==> config.mk <==
export PLATFORM = sky130hd
export DESIGN_NAME = irq_ctrl
export DESIGN_NICKNAME = d
export VERILOG_FILES = /design/src/rtl/irq_ctrl.sv
export SDC_FILE = /design/constraint.sdc
export NUM_CORES = 1
export LEC_CHECK = 0
export BUFFER_PORTS_ARGS = -buffer_cell sky130_fd_sc_hd__buf_2
export CELL_PAD_IN_SITES_DETAIL_PLACEMENT = 2
export CELL_PAD_IN_SITES_GLOBAL_PLACEMENT = 2
export CORE_ASPECT_RATIO = 1.25
export CORE_MARGIN = 2
export CORE_UTILIZATION = 36
export CTS_CLUSTER_SIZE = 8
export DETAILED_ROUTE_END_ITERATION = 6
export PLACE_DENSITY = 0.84
export SYNTH_ARGS = -nofsm -noshare
export SYNTH_HDL_FRONTEND = slang
export SYNTH_SLANG_ARGS = --single-unit
==> constraint.sdc <==
create_clock -name clk -period 4 [get_ports clk]
set_input_delay 0.4 -clock clk [delete_from_list [all_inputs] [get_ports clk]]
set_output_delay 0.4 -clock clk [all_outputs]
set_load 0.01 [all_outputs]
==> src/rtl/irq_ctrl.sv <==
// irq_ctrl: interrupt request controller feeding the special-register stage.
// Collects NSRC hardware lines (source ids 1..NSRC) plus the software `int`
// request (id 0). It applies mask and edge/level mode, and presents the
// lowest-numbered pending source as a registered irq_out/irq_instr pair. The
// taken id is held in irq_src until software writes EOI to STAT.
//
// Ports:
//   clk        core clock, rising edge
//   rst        asynchronous active-low reset
//   irq_lines  peripheral requests, bit k = source id k+1
//   int_req    one-cycle software interrupt pulse (id 0)
//   irq_en     interrupt enable from the special-register stage
//   cfg_we     register write strobe
//   cfg_addr   0 MASK, 1 MODE, 2 PEND, 3 STAT
//   cfg_wdata  register write data
//   cfg_rdata  register read data, combinational on cfg_addr
//   irq_out    interrupt request (irq_in of the special-register stage)
//   irq_instr  high with irq_out when the presented id is 0
//   irq_src    in-service source id
//
// Build option: define IRQC_SYNC_EN to put a 2-flop synchroniser on every
// irq_lines bit. This adds 2 cycles to the hardware-line latency.
module irq_ctrl #(
  parameter int NSRC = 8
) (
  input  logic            clk,
  input  logic            rst,
  input  logic [NSRC-1:0] irq_lines,
  input  logic            int_req,
  input  logic            irq_en,
  input  logic            cfg_we,
  input  logic [1:0]      cfg_addr,
  input  logic [15:0]     cfg_wdata,
  output logic [15:0]     cfg_rdata,
  output logic            irq_out,
  output logic            irq_instr,
  output logic [3:0]      irq_src
);

  typedef enum logic [1:0] {S_IDLE, S_REQ, S_SERVICE} state_t;

  state_t          r_state, w_state_nxt;
  logic [NSRC-1:0] w_line, r_line_d, w_rise;
  logic [NSRC:1]   r_mask, r_mode;
  logic [NSRC:0]   r_pend, w_pend_nxt, w_eff;
  logic            r_irq_out, r_irq_instr, w_irq_out_nxt, w_irq_instr_nxt;
  logic [3:0]      r_pres_id, w_pres_nxt, r_src, w_src_nxt, w_low_id;
  logic            w_eff_any, w_take, w_eoi, w_pend_wr;
  logic            w_unused;

`ifdef IRQC_SYNC_EN
  logic [NSRC-1:0] r_sync1, r_sync2;

  always_ff @(posedge clk or negedge rst) begin
    if (!rst) begin
      r_sync1 <= '0;
      r_sync2 <= '0;
    end else begin
      r_sync1 <= irq_lines;
      r_sync2 <= r_sync1;
    end
  end

  assign w_line = r_sync2;
`else
  assign w_line = irq_lines;
`endif

  assign w_rise    = w_line & ~r_line_d;
  assign w_eff     = r_pend & {r_mask, 1'b1};
  assign w_eff_any = |w_eff;
  assign w_take    = (r_state == S_REQ) && r_irq_out && irq_en;
  assign w_eoi     = cfg_we && (cfg_addr == 2'd3) && (r_state == S_SERVICE);
  assign w_pend_wr = cfg_we && (cfg_addr == 2'd2);
  // Bits above NSRC and the read-only bit 0 of MASK/MODE are ignored.
  assign w_unused  = ^cfg_wdata;

  // Scan from the top down so the lowest set bit is the last assignment.
  always_comb begin
    w_low_id = '0;
    for (int unsigned i = 0; i <= NSRC; i++) begin
      if (w_eff[NSRC-i]) w_low_id = 4'(NSRC - i);
    end
  end

  // Clears are applied before sets, so a set in the same cycle wins.
  always_comb begin
    w_pend_nxt = r_pend;
    if (w_take && (r_pres_id == '0)) w_pend_nxt[0] = 1'b0;
    if (int_req)                     w_pend_nxt[0] = 1'b1;
    for (int unsigned i = 1; i <= NSRC; i++) begin
      if (r_mode[i]) begin
        w_pend_nxt[i] = w_line[i-1];
      end else begin
        if (w_pend_wr && cfg_wdata[i])        w_pend_nxt[i] = 1'b0;
        if (w_take && (r_pres_id == 4'(i)))   w_pend_nxt[i] = 1'b0;
        if (w_rise[i-1])                      w_pend_nxt[i] = 1'b1;
      end
    end
  end

  // irq_out, irq_instr and the presented id are computed together here and
  // registered together, so the consumer always sees a consistent pair.
  always_comb begin
    w_state_nxt     = r_state;
    w_irq_out_nxt   = 1'b0;
    w_irq_instr_nxt = 1'b0;
    w_pres_nxt      = r_pres_id;
    w_src_nxt       = r_src;
    case (r_state)
      S_IDLE: begin
        if (w_eff_any) begin
          w_state_nxt     = S_REQ;
          w_irq_out_nxt   = 1'b1;
          w_pres_nxt      = w_low_id;
          w_irq_instr_nxt = (w_low_id == '0);
        end
      end
      S_REQ: begin
        if (w_take) begin
          w_state_nxt = S_SERVICE;
          w_src_nxt   = r_pres_id;
        end else if (!w_eff_any) begin
          w_state_nxt = S_IDLE;
        end else begin
          w_irq_out_nxt   = 1'b1;
          w_pres_nxt      = w_low_id;
          w_irq_instr_nxt = (w_low_id == '0);
        end
      end
      S_SERVICE: begin
        if (w_eoi) w_state_nxt = S_IDLE;
      end
      default: w_state_nxt = S_IDLE;
    endcase
  end

  always_ff @(posedge clk or negedge rst) begin
    if (!rst) begin
      r_state     <= S_IDLE;
      r_irq_out   <= 1'b0;
      r_irq_instr <= 1'b0;
      r_pres_id   <= '0;
      r_src       <= '0;
      r_pend      <= '0;
      r_line_d    <= '0;
      r_mask      <= '0;
      r_mode      <= '0;
    end else begin
      r_state     <= w_state_nxt;
      r_irq_out   <= w_irq_out_nxt;
      r_irq_instr <= w_irq_instr_nxt;
      r_pres_id   <= w_pres_nxt;
      r_src       <= w_src_nxt;
      r_pend      <= w_pend_nxt;
      r_line_d    <= w_line;
      if (cfg_we && (cfg_addr == 2'd0)) r_mask <= cfg_wdata[NSRC:1];
      if (cfg_we && (cfg_addr == 2'd1)) r_mode <= cfg_wdata[NSRC:1];
    end
  end

  always_comb begin
    cfg_rdata = '0;
    case (cfg_addr)
      2'd0:    cfg_rdata[NSRC:0] = {r_mask, 1'b1};
      2'd1:    cfg_rdata[NSRC:0] = {r_mode, 1'b0};
      2'd2:    cfg_rdata[NSRC:0] = r_pend;
      default: cfg_rdata[4:0]    = {(r_state == S_SERVICE), r_src};
    endcase
  end

  assign irq_out   = r_irq_out;
  assign irq_instr = r_irq_instr;
  assign irq_src   = r_src;

endmodule

==> impl_metrics.ini, run 1 <==
[run_status]
outcome = completed

[synthesis]
synth_top_area_share_pct = 51.5
postSynthCellCount = 189
synth.distinct_cells = 38
avgSynthCellArea_um2 = 11.6
netlist_area_mm2 = 0.00218
synth.cells.most_frequent = dfrtp_1 (45), nand2_1 (26), mux2_2 (17), inv_1 (12), o21ai_0 (12)
synthesis.yosys.warnings = 0
sequential_area_share_after_synthesis_pct = 51.5
synth-seq-cells = 45
post-synth-top-count-cell = dfrtp_1
synth_edf_count = 0
synth_largest_area_cell = dfrtp_1
dominantRegCellSynth = dfrtp_1
yosys-top-cells-area = dfrtp_1 (52%), mux2_2 (8.8%), nand2_1 (4.5%)
proportion_of_register_bits_with_asynchronous_set_or_reset_after_synthesis_pct = 100

[critical_path]
worst_r2r_path_depth = 3
setup.worst_path.start_class = flop
critPathLaunch = r_state[0]
path_cells = and2b_2 -> mux4_2 -> buf_2
regToRegSetupSlack_ps = 2410
timing.critical_path.slowest_stage_cell = mux4_2
path_class = flop to output pin
critPathRequiredTime_ps = 3600
kind_of_capture_point_of_the_worst_setup_path = output pin
r2r-end = r_pres_id[0]
worstPathMaxFanout = 3
slowest_delay_ps = 470
r2r_start = irq_out
worst_ep_arrival_time_ps = 1560

[cells_and_area]
drive_above_1_share_pct = 32.3
finish.utilization_pct = 42.4
antennaDiodeCount = 0
area_growth_synth_to_finish_pct = 12.9
nFillCells = 627
fin_nets = 259
layout.cell_area.non_filler_mm2 = 0.00247

[global_route]
grt_pass1_wl_um = 9470
grt_start_max_net_pins = 46
total_overflow_reported_by_the_global_router = 0
first_global_vias = 1757
antenna_found_initial = 0
grt_usage_pct = 18.6

[min_path]
path_class_of_the_lowest_slack_min_delay_path = input pin to flop
holdPathStages = 1
min_from = irq_lines[0]
holdPathEnd = r_line_d[0]

[detailed_routing]
dr_pass1_iterations = 4
wl_per_cell_um = 19.3
detail_route.iter0.violations = 100
ant_nets = 0
route.detailed.vias_per_inst = 5.41
final_routed_wirelength_um = 5690
vias = 1596
route.detailed.drc = 0

[sta]
timing.max_slew.rel_slack_pct = 31.0
final.hold.worst_slack_ps = 221
hold_viol = 0
setup_total_negative_slack_ps = 0
final_period_minus_worst_setup_slack_ps = 1960
clock_skew_ps = 6.16
rsz0062_at_grt = no
report.final.setup_viol = 0
min_period_over_period_pct = 49.1
tightest_slew_ps = 1040
max_freq_mhz = 509
drv_slew = 0

[placement]
numPortBuffers = 37
place_hpwl_um = 4130
finalWeightedCongestion = 0.750
dpl-instance-area_mm2 = 0.00239

[clocking]
worst_setup_hold_path_clk_slew_ps = 90
clock_latency_ps = 290
post_cts_buffers = 0
post_cts_resize_count = 0
tritoncts_clock_tree = built
htree_levels = 2
ctsHoldBuffers = 0
tritoncts_num_sinks = 45
max-clock-path-buffers = 2
cts_inserted_buffers = 5
cts-root-buf = clkbuf_8

[die]
placement_rows = 31
floorplan.die.width_um = 73.7
core_mm2 = 0.00582
initial_core_util_pct = 37.5
die-area_mm2 = 0.00671
io-pin-count = 53
chipHeight_um = 91.1

[power]
total_leakage_power_uw = 0.00116
power.density_mw_per_mm2 = 541
vdd.ir_drop.worst_v = 0.000178
post-layout-total-power_uw = 1340

[run]
timing.max_cap.violations = 0
==> per-stage QoR <==
| step | setup slack [ps] | cells |
|---|---|---|
| 6_report | 2040 | 295 |
| 5_1_grt | 1960 | 295 |
| 3_3_place_gp | 2100 | 287 |
| 4_1_cts | 2010 | 295 |
| 2_1_floorplan | 2380 | 195 |
| 3_5_place_dp | 2100 | 287 |
==> state kept, by name, indices dropped and copies added, names as in the netlist <==
| signal | cells |
|---|---|
| r_line_d | 8 |
| irq_src | 4 |
| irq_instr | 1 |
| r_pend | 9 |
| r_state | 2 |
| r_mask | 8 |
| r_mode | 8 |
| r_pres_id | 4 |
| irq_out | 1 |
==> area by class of cell <==
type | count | area, µm² | area share [%]
Timing Repair Buffer | 37 | 185 | 7.51
Clock buffer | 8 | 80.1 | 3.25
Sequential cell | 45 | 1130 | 45.6
Multi-Input combinational cell | 127 | 948 | 38.4
Inverter | 12 | 45.0 | 1.83
Tap cell | 66 | 82.6 | 3.35
==> worst max-delay path by stage <==
stage	end	slack [ps]
2_1_floorplan	cfg_rdata[2]	2380
3_3_place_gp	cfg_rdata[4]	2100
3_5_place_dp	cfg_rdata[4]	2100
4_1_cts	cfg_rdata[4]	2010
5_1_grt	cfg_rdata[4]	1960
6_report	cfg_rdata[4]	2040
==> worst max-delay path, delay by kind of cell, from the launching register on <==
kind          cells  cell delay [ps]
flops             1              410
simple gates      1              250
buf+inv           1              150
mux               1              470
==> power by group <==
| part | leakage, µW | internal [µW] | total [µW] | switching (µW) |
|---|---|---|---|---|
| Sequential | 0.000539 | 556 | 659 | 103 |
| Clock | 0.0000395 | 124 | 271 | 147 |
| Combinational | 0.000583 | 181 | 405 | 224 |
==> cells in the final DEF (no fill, tap or decap), types with 4 or more instances in the layout <==
cell type | synthesis | layout
buf_2 | 1 | 37
nand3_1 | 7 | 7
mux2i_1 | 4 | 4
mux4_2 | 4 | 4
nor2_1 | 4 | 4
conb_1 | 1 | 7
nand2b_1 | 4 | 4
clkbuf_8 | 0 | 5
a21oi_1 | 5 | 5
nand2_1 | 26 | 26
mux2_2 | 17 | 17
dfrtp_1 | 45 | 45
inv_1 | 12 | 12
o21ai_0 | 12 | 12
==> kinds of logic after synthesis <==
| kind of cell | count (synthesis) | share of synthesized area [%] |
|---|---|---|
| AO/OA/AOI/OAI | 40 | 13.1 |
| buffers and inverters | 23 | 6.07 |
| flip-flops | 45 | 51.5 |
| multiplexers | 25 | 14.7 |
| other | 1 | 0.172 |
| AND/OR/NAND/NOR | 55 | 14.4 |
==> metal layers <==
layer	vias up	part of all wire, %	GRT usage [%]
met5	-	0	0
met4	0	1.5	5.61
met3	7	3.0	2.22
met2	32	53	32.0
met1	821	42	24.0
li1	736	-	-
No activity file was read; power rests on OpenSTA's default activity.
==> run 2, diff against run 1 <==
- CORE_UTILIZATION: 36 -> 30
- PLACE_DENSITY: 0.84 -> 0.75
- clock period: 4 -> 1.79 ns (I/O delays scaled with it)
==> impl_metrics.ini, run 2 (synthesis results as in run 1) <==
[die]
chipHeight_um = 99.4
placement_rows = 34
io-pin-count = 53
floorplan.die.width_um = 80.3
die-area_mm2 = 0.00798
initial_core_util_pct = 31.1
core_mm2 = 0.00702

[global_route]
grt_start_max_net_pins = 26
first_global_vias = 1890
total_overflow_reported_by_the_global_router = 0
grt_usage_pct = 16.4
grt_pass1_wl_um = 10000
antenna_found_initial = 0

[sta]
hold_viol = 0
max_freq_mhz = 575
rsz0062_at_grt = no
timing.max_slew.rel_slack_pct = 64.8
clock_skew_ps = 8.16
drv_slew = 0
setup_total_negative_slack_ps = 0
min_period_over_period_pct = 97.2
report.final.setup_viol = 0
tightest_slew_ps = 528
final_period_minus_worst_setup_slack_ps = 1740

[detailed_routing]
route.detailed.drc = 0
vias = 1684
wl_per_cell_um = 18.1
final_routed_wirelength_um = 6010
dr_pass1_iterations = 4
ant_nets = 0
route.detailed.vias_per_inst = 5.06
detail_route.iter0.violations = 81

[power]
power.density_mw_per_mm2 = 1170
total_leakage_power_uw = 0.00124
p_comb_share_pct = 31.7
post-layout-total-power_uw = 3090
switching_power_uw = 1080
intPower_uw = 2010
clock_power_share_pct = 20.8
power_frac_seq_pct = 47.5
vdd.ir_drop.worst_v = 0.000408
swShare_pct = 34.9

[clocking]
tritoncts_clock_tree = built
max-clock-path-buffers = 2
cts_inserted_buffers = 5
cts-root-buf = clkbuf_8
post_cts_resize_count = 0
tritoncts_num_sinks = 45
htree_levels = 2
worst_setup_hold_path_clk_slew_ps = 80
clock_latency_ps = 300

[critical_path]
worstPathMaxFanout = 3
worst_ep_arrival_time_ps = 1560
kind_of_capture_point_of_the_worst_setup_path = output pin
path_buf_inv = 1
path_cells = and2b_2 -> mux4_2 -> buf_2
crit_family = multiplexers
slowest_delay_ps = 480
setup.worst_path.start_class = flop
timing.critical_path.slowest_stage_cell = mux4_2
path_class = flop to output pin
critPathRequiredTime_ps = 1610

[cells_and_area]
antennaDiodeCount = 0
most-common-layout-cells = dfrtp_1 (45), buf_2 (37), nand2_1 (26)
layout_commonest_cell = dfrtp_1
fin_nets = 274
drive_above_1_share_pct = 33.7
largest_register = r_pend
largest_register_ff_count = 9
area_growth_synth_to_finish_pct = 21.2

[placement]
numPortBuffers = 37
finalWeightedCongestion = 0.858
place_hpwl_um = 4550

[run]
timing.max_cap.violations = 0

[run_status]
outcome = completed

[min_path]
path_class_of_the_lowest_slack_min_delay_path = input pin to flop
==> run 2: cell count changes in the layout (fill, tap and decap cells not counted) <==
cell,previous run,this run
dlygate4sd3_1,0,8
buf_4,0,6
clkbuf_1,3,1
buf_12,0,1
clkbuf_8,5,6
==> run 2: worst paths after layout <==
path                               from           end  slack [ps]  cells past startpoint
max                          r_state[1]  cfg_rdata[4]          50                      3
min in group asynchronous           rst   r_line_d[5]         410                      2
min reg2reg                  irq_src[1]    irq_src[1]         540                      2
max in group asynchronous           rst     r_mode[1]         860                      3
max reg2reg                   r_mask[1]  r_pres_id[2]         300                      4
min                        irq_lines[4]   r_line_d[4]          10                      1
==> run 2: worst reg2reg max path, delay by kind of cell (launching register included) <==
family,cells,cell delay (ps)
compound gates,3,790
flops,1,410
simple gates,1,220
==> run 2: power groups by stage <==
stage	Clock, µW	Sequential, µW	Combinational, µW
final	644	1470	981
after global routing	698	1510	1090
after CTS	672	1470	1000
after detailed placement	0	1500	956
after global placement	0	1480	919
after floorplan	0	1450	598
==> run 2: through the flow <==
stage                     cells  hold slack [ps]  area (µm²)  setup slack, ps  util, %
final                       333             11.8        2650             50.9     37.7
after global routing        333             5.93        2650             5.92     37.7
after CTS                   332            0.453        2640             32.5     37.6
after detailed placement    317              185        2470              295     35.3
after global placement      317              175        2470              331     35.3
after floorplan             195             -117        2210              501        -
==> run 2: final cells by class <==
class	count	area (µm²)
Sequential cell	45	1130
Clock buffer	7	86.3
Tap cell	90	113
Inverter	12	45.0
Multi-Input combinational cell	127	948
Fill cell	768	4370
Timing Repair Buffer	52	330
==> run 2: repair_timing <==
item | in CTS | in global routing
hold buffers | 7 | 1
hold endpoints to repair | 26 | 1
endpoints found under the setup margin | 1 | 0
setup buffers | 1 | 0
==> run 2: layer usage <==
| layer | share of wire (%) | up-vias | global-route usage, % |
|---|---|---|---|
| met2 | 54 | 35 | 29.7 |
| met4 | 1.1 | 0 | 4.43 |
| met1 | 41 | 881 | 19.9 |
| li1 | - | 761 | - |
| met5 | 0 | - | 0 |
| met3 | 3.3 | 7 | 2.81 |
==> run 3, diff against run 2 <==
- CORE_ASPECT_RATIO: 1.25 -> default
==> impl_metrics.ini, run 3 (synthesis results as in run 1) <==
[critical_path]
setup.worst_path.start_class = flop
critPathRequiredTime_ps = 1610
path_class = flop to output pin
worstPathMaxFanout = 3
slowest_delay_ps = 470
path_buf_inv = 1
r2r_start = r_state[0]
critPathLaunch = r_state[0]
kind_of_capture_point_of_the_worst_setup_path = output pin
crit_family = multiplexers
timing.critical_path.slowest_stage_cell = mux4_2
worst_ep_arrival_time_ps = 1540
path_cells = and2b_2 -> mux4_2 -> buf_2

[global_route]
antenna_found_initial = 0
grt_start_max_net_pins = 27
grt_usage_pct = 16.1
use_met1_pct = 21.0
most_crowded_layer_after_global_routing = met2
met3_track_utilization_from_global_routing_pct = 2.59
gr-usage-met2_pct = 27.8
grt_pass1_wl_um = 9630
total_overflow_reported_by_the_global_router = 0
first_global_vias = 1798

[sta]
final.hold.worst_slack_ps = 13.4
max_freq_mhz = 581
report.final.setup_viol = 0
min_period_over_period_pct = 96.2
hold_viol = 0
setup_total_negative_slack_ps = 0
final_period_minus_worst_setup_slack_ps = 1720
drv_slew = 0
clock_skew_ps = 11.2
rsz0062_at_grt = no

[power]
total_leakage_power_uw = 0.00124
power_frac_seq_pct = 45.3
swShare_pct = 33.5
clock_power_share_pct = 24.8
p_comb_share_pct = 29.9
switching_power_uw = 1090
vdd.ir_drop.worst_v = 0.000388
power.density_mw_per_mm2 = 1210
intPower_uw = 2160

[clocking]
max-clock-path-buffers = 2
htree_levels = 2
worst_setup_hold_path_clk_slew_ps = 90
clock_latency_ps = 300
cts-root-buf = clkbuf_8
tritoncts_num_sinks = 45
cts_inserted_buffers = 5
tritoncts_clock_tree = built

[cells_and_area]
fin_nets = 272
layout_commonest_cell = dfrtp_1
largest_register = r_pend
largest_register_ff_count = 9
drive_above_1_share_pct = 33.5
antennaDiodeCount = 0
area_growth_synth_to_finish_pct = 22.5
most-common-layout-cells = dfrtp_1 (45), buf_2 (37), nand2_1 (26)

[die]
placement_rows = 31
core_mm2 = 0.00714
floorplan.die.width_um = 89.3
chipHeight_um = 89.3
initial_core_util_pct = 30.6
die-area_mm2 = 0.00798
io-pin-count = 53

[placement]
finalWeightedCongestion = 0.808
numPortBuffers = 37
place_hpwl_um = 4300

[detailed_routing]
wl_per_cell_um = 17.1
ant_nets = 0
vias = 1675
route.detailed.drc = 0
detail_route.iter0.violations = 95
final_routed_wirelength_um = 5820
dr_pass1_iterations = 4
route.detailed.vias_per_inst = 4.91

[run_status]
outcome = completed

[min_path]
path_class_of_the_lowest_slack_min_delay_path = input pin to flop
min_from = irq_lines[5]

[run]
timing.max_cap.violations = 0
## run 3: cell count changes in the layout (fill, tap and decap cells not counted), sizes merged
cell    before  now
buf         44   42
bufinv       0    1
## run 3: final timing paths
path,end,slack [ps],cells past startpoint
max,cfg_rdata[4],70,3
min,r_line_d[5],10,1
max reg2reg,r_pend[7],250,5
min reg2reg,irq_src[0],540,2
max in group asynchronous,r_mode[4],900,3
min in group asynchronous,r_line_d[0],370,2
## run 3: power by group through the flow
| stage | clock network, µW | logic, µW | registers, µW |
|---|---|---|---|
| global route | 874 | 1090 | 1510 |
| detailed placement | 0 | 945 | 1500 |
| finish | 806 | 972 | 1470 |
| global placement | 0 | 909 | 1480 |
| CTS | 834 | 964 | 1480 |
| floorplan | 0 | 598 | 1450 |
## run 3: final cells by class
class                           count  area [µm²]
Fill cell                         813        4460
Sequential cell                    45        1130
Multi-Input combinational cell    127         948
Timing Repair Buffer               50         315
Tap cell                           99         124
Clock buffer                        7        86.3
Inverter                           12        45.0
Clock inverter                      1        30.0
## run 3: per-stage QoR
stage	power, µW	std cells	util [%]	setup slack, ps	area [µm²]
floorplan	2050	195	-	501	2210
global placement	2390	324	34.6	323	2470
detailed placement	2440	324	34.6	289	2470
CTS	3280	340	37.4	3.47	2670
global route	3470	341	37.5	17.9	2680
finish	3250	341	37.5	68.7	2680
## run 3: per-layer routing
| metal | share of wire [%] | vias up | wire length [µm] |
|---|---|---|---|
| li1 | - | 762 | - |
| met1 | 44 | 860 | 2580 |
| met2 | 50 | 42 | 2910 |
| met3 | 4.0 | 11 | 233 |
| met4 | 1.5 | 0 | 89 |
| met5 | 0 | - | 0 |
## run 3: timing repair
item,4_1_cts,5_1_grt
hold buffers,8,0
setup buffers,0,1
gates resized for setup,0,0
endpoints found under the hold margin,26,0
setup endpoints to repair,0,1
